File: src/rtl/display_scan_driver.sv
// Binary-to-packed-BCD converter (sequential double-dabble) feeding a time-multiplexed,
// common-anode 7-segment digit scan. Optional feature macro: LEADING_ZERO_BLANK_EN.
module display_scan_driver #(
  parameter int NUM_DIGITS  = 4,
  parameter int BIN_WIDTH   = 14,
  parameter int REFRESH_DIV = 50000
) (
  input  logic                  clk,
  input  logic                  rst_n,
  input  logic [BIN_WIDTH-1:0]  value_i,
  input  logic                  load_i,
  output logic                  busy_o,
  output logic                  ovf_o,
  output logic [3:0]            digit_o,
  output logic [NUM_DIGITS-1:0] anode_n_o
);

  localparam int WORK_DIGITS = NUM_DIGITS + 1;
  localparam int CNT_W       = $clog2(REFRESH_DIV);
  localparam int IDX_W       = (NUM_DIGITS > 1) ? $clog2(NUM_DIGITS) : 1;
  localparam int ITER_W      = (BIN_WIDTH > 1) ? $clog2(BIN_WIDTH) : 1;

  localparam logic [CNT_W-1:0]  CNT_LAST  = CNT_W'(REFRESH_DIV - 1);
  localparam logic [IDX_W-1:0]  IDX_LAST  = IDX_W'(NUM_DIGITS - 1);
  localparam logic [ITER_W-1:0] ITER_LAST = ITER_W'(BIN_WIDTH - 1);
  localparam logic [3:0]        BLANK     = 4'hF;

  typedef enum logic [1:0] {
    ST_IDLE,
    ST_CONVERT,
    ST_COMMIT
  } state_t;

  state_t            state;
  state_t            state_next;
  logic              capture;
  logic              step;
  logic              commit;

  logic [BIN_WIDTH-1:0] shift_q;
  logic [ITER_W-1:0]    iter_q;
  logic [3:0]           work_q       [WORK_DIGITS];
  logic [3:0]           work_adj     [WORK_DIGITS];
  logic [3:0]           work_next    [WORK_DIGITS];

  logic [3:0]           disp_q       [NUM_DIGITS];
  logic [3:0]           commit_digit [NUM_DIGITS];
  logic                 commit_ovf;

  logic [CNT_W-1:0]     refresh_q;
  logic [IDX_W-1:0]     idx_q;
  logic                 wrap;
  logic [3:0]           scan_digit;

  // ---------------------------------------------------------------------------
  // Control FSM
  // ---------------------------------------------------------------------------
  // NOTE: sequential state uses non-blocking assignments so every register
  // samples pre-edge values, independent of process evaluation order.
  always_ff @(posedge clk or negedge rst_n) begin
    if (!rst_n) begin
      state <= ST_IDLE;
    end else begin
      state <= state_next;
    end
  end

  // NOTE: every output of a combinational block gets a default first, so no
  // path through the case can leave a value held and infer a latch.
  always_comb begin
    state_next = state;
    capture    = 1'b0;
    step       = 1'b0;
    commit     = 1'b0;
    unique case (state)
      ST_IDLE: begin
        if (load_i) begin
          capture    = 1'b1;
          state_next = ST_CONVERT;
        end
      end
      ST_CONVERT: begin
        step = 1'b1;
        if (iter_q == ITER_LAST) begin
          state_next = ST_COMMIT;
        end
      end
      ST_COMMIT: begin
        commit     = 1'b1;
        state_next = ST_IDLE;
      end
      default: state_next = ST_IDLE;
    endcase
  end

  assign busy_o = (state != ST_IDLE);

  // ---------------------------------------------------------------------------
  // Double-dabble step: add 3 to each nibble >= 5, then shift the whole
  // {bcd, binary} chain left by one.
  // ---------------------------------------------------------------------------
  always_comb begin
    for (int i = 0; i < WORK_DIGITS; i++) begin
      work_adj[i] = (work_q[i] >= 4'd5) ? work_q[i] + 4'd3 : work_q[i];
    end
  end

  always_comb begin
    work_next[0] = {work_adj[0][2:0], shift_q[BIN_WIDTH-1]};
    for (int i = 1; i < WORK_DIGITS; i++) begin
      work_next[i] = {work_adj[i][2:0], work_adj[i-1][3]};
    end
  end

  // The extra top digit only becomes nonzero when the value cannot be shown.
  always_comb begin
    commit_ovf = (work_q[NUM_DIGITS] != 4'd0);
    for (int i = 0; i < NUM_DIGITS; i++) begin
      commit_digit[i] = commit_ovf ? 4'd9 : work_q[i];
    end
  end

`ifdef LEADING_ZERO_BLANK_EN
  logic [NUM_DIGITS-1:0] blank_next;
  logic [NUM_DIGITS-1:0] blank_q;

  // Walk from the most significant digit down; digit 0 is never blanked.
  always_comb begin
    logic seen_nonzero;
    seen_nonzero = 1'b0;
    blank_next   = '0;
    for (int i = NUM_DIGITS - 1; i >= 1; i--) begin
      if (commit_digit[i] != 4'd0) begin
        seen_nonzero = 1'b1;
      end
      blank_next[i] = !seen_nonzero;
    end
  end

  always_ff @(posedge clk or negedge rst_n) begin
    if (!rst_n) begin
      blank_q <= '0;
    end else if (commit) begin
      blank_q <= blank_next;
    end
  end

  assign scan_digit = blank_q[idx_q] ? BLANK : disp_q[idx_q];
`else
  assign scan_digit = disp_q[idx_q];
`endif

  // ---------------------------------------------------------------------------
  // Conversion datapath and display register
  // ---------------------------------------------------------------------------
  // NOTE: the display register array is reset explicitly; it is a handful of
  // flops that must read as zero after reset, not an inferred RAM.
  always_ff @(posedge clk or negedge rst_n) begin
    if (!rst_n) begin
      shift_q <= '0;
      iter_q  <= '0;
      ovf_o   <= 1'b0;
      for (int i = 0; i < WORK_DIGITS; i++) begin
        work_q[i] <= '0;
      end
      for (int i = 0; i < NUM_DIGITS; i++) begin
        disp_q[i] <= '0;
      end
    end else begin
      if (capture) begin
        shift_q <= value_i;
        iter_q  <= '0;
        for (int i = 0; i < WORK_DIGITS; i++) begin
          work_q[i] <= '0;
        end
      end else if (step) begin
        shift_q <= shift_q << 1;
        iter_q  <= iter_q + ITER_W'(1);
        for (int i = 0; i < WORK_DIGITS; i++) begin
          work_q[i] <= work_next[i];
        end
      end

      if (commit) begin
        ovf_o <= commit_ovf;
        for (int i = 0; i < NUM_DIGITS; i++) begin
          disp_q[i] <= commit_digit[i];
        end
      end
    end
  end

  // ---------------------------------------------------------------------------
  // Digit scan: outputs move only on wrap edges, and a same-edge COMMIT is
  // seen one wrap later because disp_q is sampled before it updates.
  // ---------------------------------------------------------------------------
  assign wrap = (refresh_q == CNT_LAST);

  always_ff @(posedge clk or negedge rst_n) begin
    if (!rst_n) begin
      refresh_q <= '0;
      idx_q     <= '0;
      digit_o   <= BLANK;
      anode_n_o <= '1;
    end else begin
      refresh_q <= wrap ? '0 : refresh_q + CNT_W'(1);
      if (wrap) begin
        digit_o   <= scan_digit;
        anode_n_o <= ~(NUM_DIGITS'(1) << idx_q);
        idx_q     <= (idx_q == IDX_LAST) ? '0 : idx_q + IDX_W'(1);
      end
    end
  end

endmodule

File: config.mk
export PLATFORM = sky130hd
export DESIGN_NAME = display_scan_driver
export DESIGN_NICKNAME = d
export VERILOG_FILES = /design/src/rtl/display_scan_driver.sv
export SDC_FILE = /design/constraint.sdc
export NUM_CORES = 1
export LEC_CHECK = 0
export ABC_AREA = 1
export CAP_MARGIN = 10
export CORE_MARGIN = 5
export CORE_UTILIZATION = 32
export CTS_CLUSTER_SIZE = 14
export DETAILED_ROUTE_END_ITERATION = 8
export PLACE_DENSITY = 0.57
export SYNTH_ARGS = -nofsm -noshare
export SYNTH_HDL_FRONTEND = slang
export SYNTH_SLANG_ARGS = --single-unit
File: constraint.sdc
create_clock -name clk -period 2.1 [get_ports clk]
set_clock_uncertainty 0.15 [all_clocks]
set_input_delay 0.63 -clock clk [delete_from_list [all_inputs] [get_ports clk]]
set_output_delay 0.63 -clock clk [all_outputs]
set_load 0.02 [all_outputs]
==> impl_metrics.json <==
{
  "place.gp.congestion": 0.827,
  "drc": 0,
  "die-area_um2": 15600,
  "internal_power_mw": 3.79,
  "area_growth_syn_to_layout_pct": 18.4,
  "drv_cap": 0,
  "final-seq-area_um2": 2090,
  "drt_first_iter_violations": 190,
  "die_h_um": 125,
  "synth_seq_cells": 83,
  "critPathBufInv": 2,
  "io_buffers": 26,
  "synth_top_area_cell": "dfrtp_1",
  "clock.fmax_ghz": 0.505,
  "clk_pin_slew_ps": 60,
  "synthArstFlopShare_pct": 100,
  "rsz0062_at_grt": "false",
  "drive_gt1_share_pct": 9.49,
  "ys_types": 32,
  "rows": 42,
  "nFillCells": 1293,
  "swShare_pct": 37.0,
  "post-route-period-util_pct": 94.2,
  "synth_flop_cell": "dfrtp_1",
  "ios": 27,
  "slowest_delay_ps": 380,
  "cp_slowest_cell": "dfrtp_1",
  "syn_area_um2": 4220,
  "grt_pass1_vias": 3428,
  "setup_ws_ps": 122,
  "hp-class": "input pin to asynchronous set/reset pin",
  "dp_hpwl_mm": 6.29,
  "nNetsFinal": 578,
  "final-setup-viol-count": 0,
  "tns_ps": 0,
  "syn_inst": 507,
  "critPathCaptureType": "output port",
  "p_sw_mw": 2.23,
  "avgSynthCellArea_um2": 8.32,
  "ctsHoldBuffers": 0,
  "maxSlewViolCount": 0,
  "post_drt_wl_per_cell_um": 12.0,
  "power_density_nw_per_um2": 1200,
  "synthTopCellsByArea": "dfrtp_1 (44%), nand2_1 (12%), inv_1 (6.0%), o21ai_0 (5.6%), ha_1 (5.3%)",
  "hold_viol_final": 0,
  "grt_max_degree": 31,
  "overflow": 0,
  "p_clk_share_pct": 25.6,
  "htree_levels": 3,
  "worst_ep_required_time_ps": 1320,
  "worst_pin_slew_ps": 420,
  "critPathTopFamily": "buffers and inverters",
  "power_mw": 6.02,
  "cts_root_buf": "clkbuf_16",
  "critPathKind": "flip-flop to output port",
  "synth_top_area_share_pct": 44.5,
  "place_ws_ps": 124,
  "layout.cells.non_filler": 724,
  "min_period_ps": 1980,
  "antenna_found_initial": 0,
  "clock-sinks": 83,
  "synthTopCellsByCount": "nand2_1 (137), dfrtp_1 (75), inv_1 (67)",
  "multiInputGateArea_um2": 1760,
  "start_kind": "flip-flop",
  "yosysWarnings": 0,
  "cts_tree": "yes",
  "status": "completed",
  "die_x_um": 125,
  "cellLeakagePower_nw": 2.39,
  "p_comb_share_pct": 34.5,
  "seq_area_frac_synth_pct": 49.5,
  "power_frac_seq_pct": 39.9,
  "initial_core_util_pct": 32.3,
  "wirelength_mm": 8.72,
  "viasPerCell": 4.55,
  "timing.hold.ws_ps": 82.1,
  "core_um2": 13100,
  "critPathMaxFanout": 3,
  "grt.total_usage_pct": 12.1,
  "syn-num-nets": 542,
  "diodes": 0,
  "antenna_left": 0,
  "grt_pass1_wl_mm": 15.6,
  "irDropWorstVdd_mv": 0.531,
  "cts_buffers": 9,
  "yosysMostFrequentCell": "nand2_1",
  "dr.pass1.iters": 5,
  "synth_edf_count": 0,
  "arrival_ps": 1200,
  "maxSlewHeadroom_pct": 72.0,
  "vias": 3293,
  "dp.cells": 708,
  "crit_chain": "inv_2, nand2_1, dlygate4sd2_1",
  "clock_latency_ps": 340,
  "clockBufferDepth": 2
}
final timing paths:
path                                              from                      to  cells past startpoint  slack (ps)
worst max-delay path              state[1]$_DFFE_PN0P_                  busy_o                      3         120
worst min-delay path                             rst_n  refresh_q[0]$_DFF_PN0_                      1          80
worst max register to register    state[0]$_DFFE_PN0P_   iter_q[3]$_DFFE_PN0P_                      7         360
worst min register to register  digit_o[3]$_DFFE_PN1N_  digit_o[3]$_DFFE_PN1N_                      2         310
max in group asynchronous                        rst_n    state[0]$_DFFE_PN0P_                      2        1220
min in group clk                digit_o[3]$_DFFE_PN1N_  digit_o[3]$_DFFE_PN1N_                      2         310
final cells by class:
type	instances	area share [%]
clock buffer	12	4.73
clock inverter	4	1.03
inverter	74	5.63
tap	176	4.41
sequential	83	41.8
timing repair buffer	37	7.31
multi-input combinational	338	35.1
per-stage QoR:
stage | area, µm² | utilization [%]
2_1_floorplan | 4220 | -
3_3_place_gp | 4720 | 36.1
3_5_place_dp | 4720 | 36.1
4_1_cts | 5000 | 38.2
5_1_grt | 5000 | 38.2
6_report | 5000 | 38.2
cells by family (layout without fill, tap and decap cells):
group / count (synthesis) / count (layout) / share of synthesized area (%)
xor gates and xnor gates: 9 / 9 / 1.87
and+or+nand+nor: 215 / 215 / 21.1
adders and majority gates: 18 / 18 / 5.34
DFF: 83 / 83 / 49.5
AOI/OAI and AO/OA: 96 / 96 / 13.3
buffers and inverters: 86 / 127 / 8.92
what timing repair did:
item | CTS | global route
setup buffers | 0 | 0
gates resized for setup | 10 | 0
endpoints found under the setup margin | 10 | 0
power groups by stage:
stage	combinational, mW	sequential [mW]	clock [mW]
6_report	2.07	2.40	1.54
5_1_grt	2.43	2.46	1.67
2_1_floorplan	1.61	2.33	0
4_1_cts	2.10	2.40	1.59
3_3_place_gp	2.01	2.41	0
3_5_place_dp	2.10	2.43	0
state kept, by name, summed over array words and instances, names as in the netlist:
name,count
work_q,20
state,2
refresh_q,16
idx_q,2
disp_q,16
shift_q,14
anode_n_o,4
iter_q,4
digit_o,4
ovf_o,1
layout by cell type, fill, tap and decap left out, types with 10 or more instances in the layout:
cell type | synthesis | layout
inv_1 | 67 | 67
dlygate4sd2_1 | 0 | 10
ha_1 | 18 | 18
a21oi_1 | 11 | 11
o221ai_1 | 12 | 12
nand2_1 | 137 | 137
clkdlybuf4s50_1 | 0 | 15
o21ai_0 | 47 | 47
o22ai_1 | 10 | 10
nand3_1 | 22 | 22
nor2_1 | 47 | 47
dfrtp_1 | 75 | 75
routing by layer:
| metal | part of all wire [%] | GRT usage, % | vias to the layer above |
|---|---|---|---|
| li1 | - | - | 1695 |
| met1 | 48 | 15.3 | 1537 |
| met2 | 47 | 19.5 | 49 |
| met3 | 3.5 | 3.56 | 12 |
| met4 | 1.7 | 4.53 | 0 |
| met5 | 0 | 0 | - |
No activity file was read; power rests on OpenSTA's default activity.
==> variant 1 (config.mk and constraints unchanged) <==
Re-encode `state_t` (3 states) as one-hot, 3 bits wide.
--- a/src/rtl/display_scan_driver.sv
+++ b/src/rtl/display_scan_driver.sv
@@ -25,10 +25,10 @@
   localparam logic [ITER_W-1:0] ITER_LAST = ITER_W'(BIN_WIDTH - 1);
   localparam logic [3:0]        BLANK     = 4'hF;
 
-  typedef enum logic [1:0] {
-    ST_IDLE,
-    ST_CONVERT,
-    ST_COMMIT
+  typedef enum logic [2:0] {
+    ST_IDLE    = 3'b001,
+    ST_CONVERT = 3'b010,
+    ST_COMMIT  = 3'b100
   } state_t;
 
   state_t            state;
Behaviour: same outputs for any inputs over 10 cycles, from zero or initial values and one cycle with rst_n low; not proved beyond that.
==> variant 1 against the unedited design <==
  * Non-clock buffer count fell by 1
  * Design area shrank 0.75%
  * Sequential cell count up 1
  * Largest cell class unchanged
  * Total power fell by 22%
  * Register-to-register slack improved by 0.02 ns
  * Wire length fell by 1.7%
  * Area after synthesis barely moved
  * Global-route usage fell by 0.34 points
  * Count of clock-buffer cells in the layout is the same
  * Worst setup slack got worse by 0.046 ns
==> variant 1: results <==
export IMPL_outcome="complete, no violations"
export IMPL_final_nets=584
export IMPL_ys_warn_count=0
export IMPL_numPlacedInstances=714
export IMPL_cts_inserted_buffers=9
export IMPL_largest_cells_by_area_after_synthesis="dfrtp_1 (44%), nand2_1 (14%), dfstp_2 (5.6%), ha_1 (5.3%), inv_1 (5.0%)"
export IMPL_cts_root_buf="clkbuf_16"
export IMPL_grt_pass1_wl_microns=15150
export IMPL_synth_fp_nets=549
export IMPL_timing_hold_worst_class="in2async"
export IMPL_antenna_found_initial=0
export IMPL_vdd_ir_drop_max_v=0.0005438
export IMPL_post_cts_setup_buffers=0
export IMPL_maximum_number_of_pins_on_one_net_before_global_route_repair=41
export IMPL_ys_seq_area_share_pct=50.04
export IMPL_detailedRoute_firstIterationViolations=244
export IMPL_post_drt_via_cell_ratio=4.558
export IMPL_async_reset_ff_share_pct=100.0
export IMPL_h_tree_levels=3
export IMPL_grt_util_all_layers_pct=11.73
export IMPL_drt_total_wl_microns=8573
export IMPL_post_dp_hpwl_microns=6196
export IMPL_number_of_diodes=0
export IMPL_top_regs="work_q x20, disp_q x16, refresh_q x16"
export IMPL_via_count_of_the_first_global_routing_pass=3290
export IMPL_final_weighted_congestion_in_routability_driven_placement=0.8865
export IMPL_cts_path_max_buffers=2
export IMPL_layout_drive_gt1_share_pct=9.386
export IMPL_dominantRegCellSynth="dfrtp_1"
export IMPL_numPortBuffers=26
export IMPL_ys_top_cells_by_count="nand2_1 (153), dfrtp_1 (75), inv_1 (56)"
export IMPL_max_slew_margin_pct=62.56
export IMPL_cts_repair_resized=13
export IMPL_first_pass_iters=4
export IMPL_critical_path_startpoint="state[0]$_DFFE_PN1P_"
export IMPL_critical_path_arrival_ns=1.24
export IMPL_static_leakage_power_nw=2.366
export IMPL_synth_cell_type_count=29
export IMPL_crit_path_max_fanout=2
export IMPL_insertion_delay_ns=0.34
export IMPL_reg2reg_from="state[1]$_DFFE_PN0P_"
export IMPL_final_instance_count_excl_fill=730
export IMPL_layout_filler_cells=1357
export IMPL_syn_inst=514
export IMPL_clk_pin_slew_worst_paths_ns=0.06
variant 1: changes by cell type in the layout (fill, tap and decap cells not counted), moves of 3 or more:
| cell | change |
|---|---|
| a21oi_1 | +11 |
| a22oi_1 | +3 |
| inv_1 | -11 |
| nand2_1 | +16 |
| nand3_1 | +11 |
| nor2_1 | +6 |
| o211ai_1 | +7 |
| o21ai_0 | -15 |
| o21ai_2 | -3 |
| o221ai_1 | -12 |
| o22ai_1 | -4 |
variant 1: stage by stage:
step                      power (mW)  area, sq um  hold slack [ns]  setup WS [ns]  util, %
after floorplan                2.931         4223           0.1844         0.4838        -
after global placement         3.244         4706           0.3044        0.05446    35.96
after detailed placement       3.292         4706           0.3090        0.05398    35.96
after CTS                      4.762         4961          0.01847        0.05477    37.91
after global routing           5.018         4961          0.02886        0.01155    37.91
final                          4.672         4961          0.02174        0.07566    37.91
variant 1: routing by layer:
layer  global-route usage, %  part of all wire [%]  vias to the layer above
met5                       0                     0                        -
met4                   4.592                   1.8                        0
met2                   19.12                    47                       58
li1                        -                     -                     1700
met1                   14.75                    47                     1556
met3                   3.302                   3.7                       13
variant 1: cell families (layout without fill, tap and decap cells):
kind of cell / Yosys count / after routing / synth area share, %
xor gates and xnor gates: 8 / 8 / 1.659
adders and majority gates: 18 / 18 / 5.333
and+or+nand+nor: 249 / 249 / 24.83
DFF: 84 / 84 / 50.04
buffers and inverters: 75 / 115 / 7.674
AOI/OAI and AO/OA: 80 / 80 / 10.46
variant 1: power by group:
group | leakage, nW | switching, mW | internal, mW
Combinational | 1.17 | 0.726 | 0.404
Sequential | 1.06 | 0.167 | 1.92
Clock | 0.129 | 0.624 | 0.829
Total | 2.37 | 1.52 | 3.16
variant 1: worst max-delay path, stage by stage (launching register included):
cell	delay (ns)
dfstp_2	0.54
inv_2	0.06
nor2_4	0.08
nand2_1	0.06
buf_2	0.16
variant 1: layout make-up:
type                    instances  area, sq um  area share, %
multi-input cells             355         1785          35.99
clock inverters                 4        25.02         0.5044
repair buffers                 36        329.1          6.633
well taps                     176        220.2          4.439
inverters                      63        241.5          4.868
clock buffers                  12        246.5          4.968
flip-flops and latches         84         2113          42.60
variant 1: final timing paths:
path	end	slack, ns	cells after the start
worst max-delay path	busy_o	0.08	4
worst min-delay path	work_q[12]$_DFFE_PN0P_	0.02	1
worst max register to register	disp_q[3]$_DFFE_PN0N_	0.38	5
worst min register to register	iter_q[3]$_DFFE_PN0P_	0.31	1
max in group asynchronous	state[0]$_DFFE_PN1P_	1.25	2
min in group clk	iter_q[3]$_DFFE_PN0P_	0.31	1
==> variant 2 (same settings) <==
Made on the original files. `BIN_WIDTH`: 14 -> 18.
--- a/src/rtl/display_scan_driver.sv
+++ b/src/rtl/display_scan_driver.sv
@@ -2,7 +2,7 @@
 // common-anode 7-segment digit scan. Optional feature macro: LEADING_ZERO_BLANK_EN.
 module display_scan_driver #(
   parameter int NUM_DIGITS  = 4,
-  parameter int BIN_WIDTH   = 14,
+  parameter int BIN_WIDTH   = 18,
   parameter int REFRESH_DIV = 50000
 ) (
   input  logic                  clk,
Ports: changed (resized value_i); port bits go from 27 to 31. No check against the original RTL was run, so the function may have changed too.
==> variant 2 against the unedited design <==
  * Combinational power up 2%
  * First-iteration DRC count up 20%
  * Global-route usage up 0.13 points
  * Worst setup slack worse by 0.011 ns
  * Wire length up 4.4%
  * Sequential cell count up 5
  * Total power up 4.6%
  * Area after synthesis up 4.5%
  * Non-clock buffer count up 3
  * Design area up 4.5%
  * Count of clock-buffer cells in the layout down 2
  * Worst hold slack worse by 0.071 ns
  * Via count up 6.6%
  * Die area up 4.1%
==> variant 2: results <==
export IMPL_layout_buffer_nonclock_area_share_pct=7.471
export IMPL_ys_top_cells_by_count="nand2_1 (152), dfrtp_1 (80), inv_1 (75)"
export IMPL_first_pass_iters=4
export IMPL_largest_cells_by_area_after_synthesis="dfrtp_1 (45%), nand2_1 (13%), inv_1 (6.4%), o21ai_0 (6.4%), ha_1 (5.1%)"
export IMPL_outcome="complete, no violations"
export IMPL_net_switching_power_mw=2.316
export IMPL_worst_r2r_path_depth=9
export IMPL_grt_util_all_layers_pct=12.19
export IMPL_detailroute_wirelength_met2_microns=4124
export IMPL_gr_usage_met3_pct=3.804
export IMPL_inverters=79
export IMPL_detail_route_wirelength_met1_microns=4537
export IMPL_cpLargestDelayFamily="flip-flops"
export IMPL_globalRouteMet2Util_pct=19.29
export IMPL_detailedRoute_firstIterationViolations=228
export IMPL_synth_seq_cells=88
export IMPL_final_nets=613
export IMPL_grt_util_met1_pct=15.97
export IMPL_vdd_ir_drop_max_v=0.0005567
export IMPL_critical_path_max_stage_delay_ns=0.40
export IMPL_number_of_clock_buffers_in_the_layout=10
export IMPL_sequential_cell_area_sq_um=2212
export IMPL_synth_adder_area_share_pct=5.106
export IMPL_ys_seq_area_share_pct=50.16
export IMPL_synth_cell_type_count=26
export IMPL_buffers=40
export IMPL_top_regs="work_q x20, shift_q x18"
export IMPL_syn2layout_area_growth_pct=18.47
export IMPL_final_weighted_congestion_in_routability_driven_placement=0.7730
export IMPL_p_int_mw=3.978
export IMPL_clk_share_pct=5.867
export IMPL_seqPwrFrac_pct=40.5
export IMPL_static_leakage_power_nw=2.515
export IMPL_wl_met3_microns=346
export IMPL_routed_wire_length_per_instance_microns=11.99
[variant 2: changes by cell type in the layout (fill, tap and decap cells not counted), moves of 3 or more]
cell and change:
o221ai_1 +3, o21ai_1 -9, clkbuf_1 -3, nand2_1 +15
o21ai_0 +9, clkdlybuf4s50_1 +4, dfrtp_1 +5, nor2_1 +3
inv_1 +8, o21ai_2 -4, o211ai_1 +3
[variant 2: path summary, 6_finish.rpt]
kind | endpoint | slack [ns] | from
setup / recovery | busy_o | 0.11 | state[1]$_DFFE_PN0P_
hold / removal | refresh_q[12]$_DFF_PN0_ | 0.01 | rst_n
setup reg to reg | digit_o[1]$_DFFE_PN1N_ | 0.22 | refresh_q[0]$_DFF_PN0_
hold reg to reg | digit_o[2]$_DFFE_PN1N_ | 0.32 | digit_o[2]$_DFFE_PN1N_
max in group asynchronous | anode_n_o[1]$_DFFE_PN1N_ | 1.24 | rst_n
min in group clk | digit_o[2]$_DFFE_PN1N_ | 0.32 | digit_o[2]$_DFFE_PN1N_
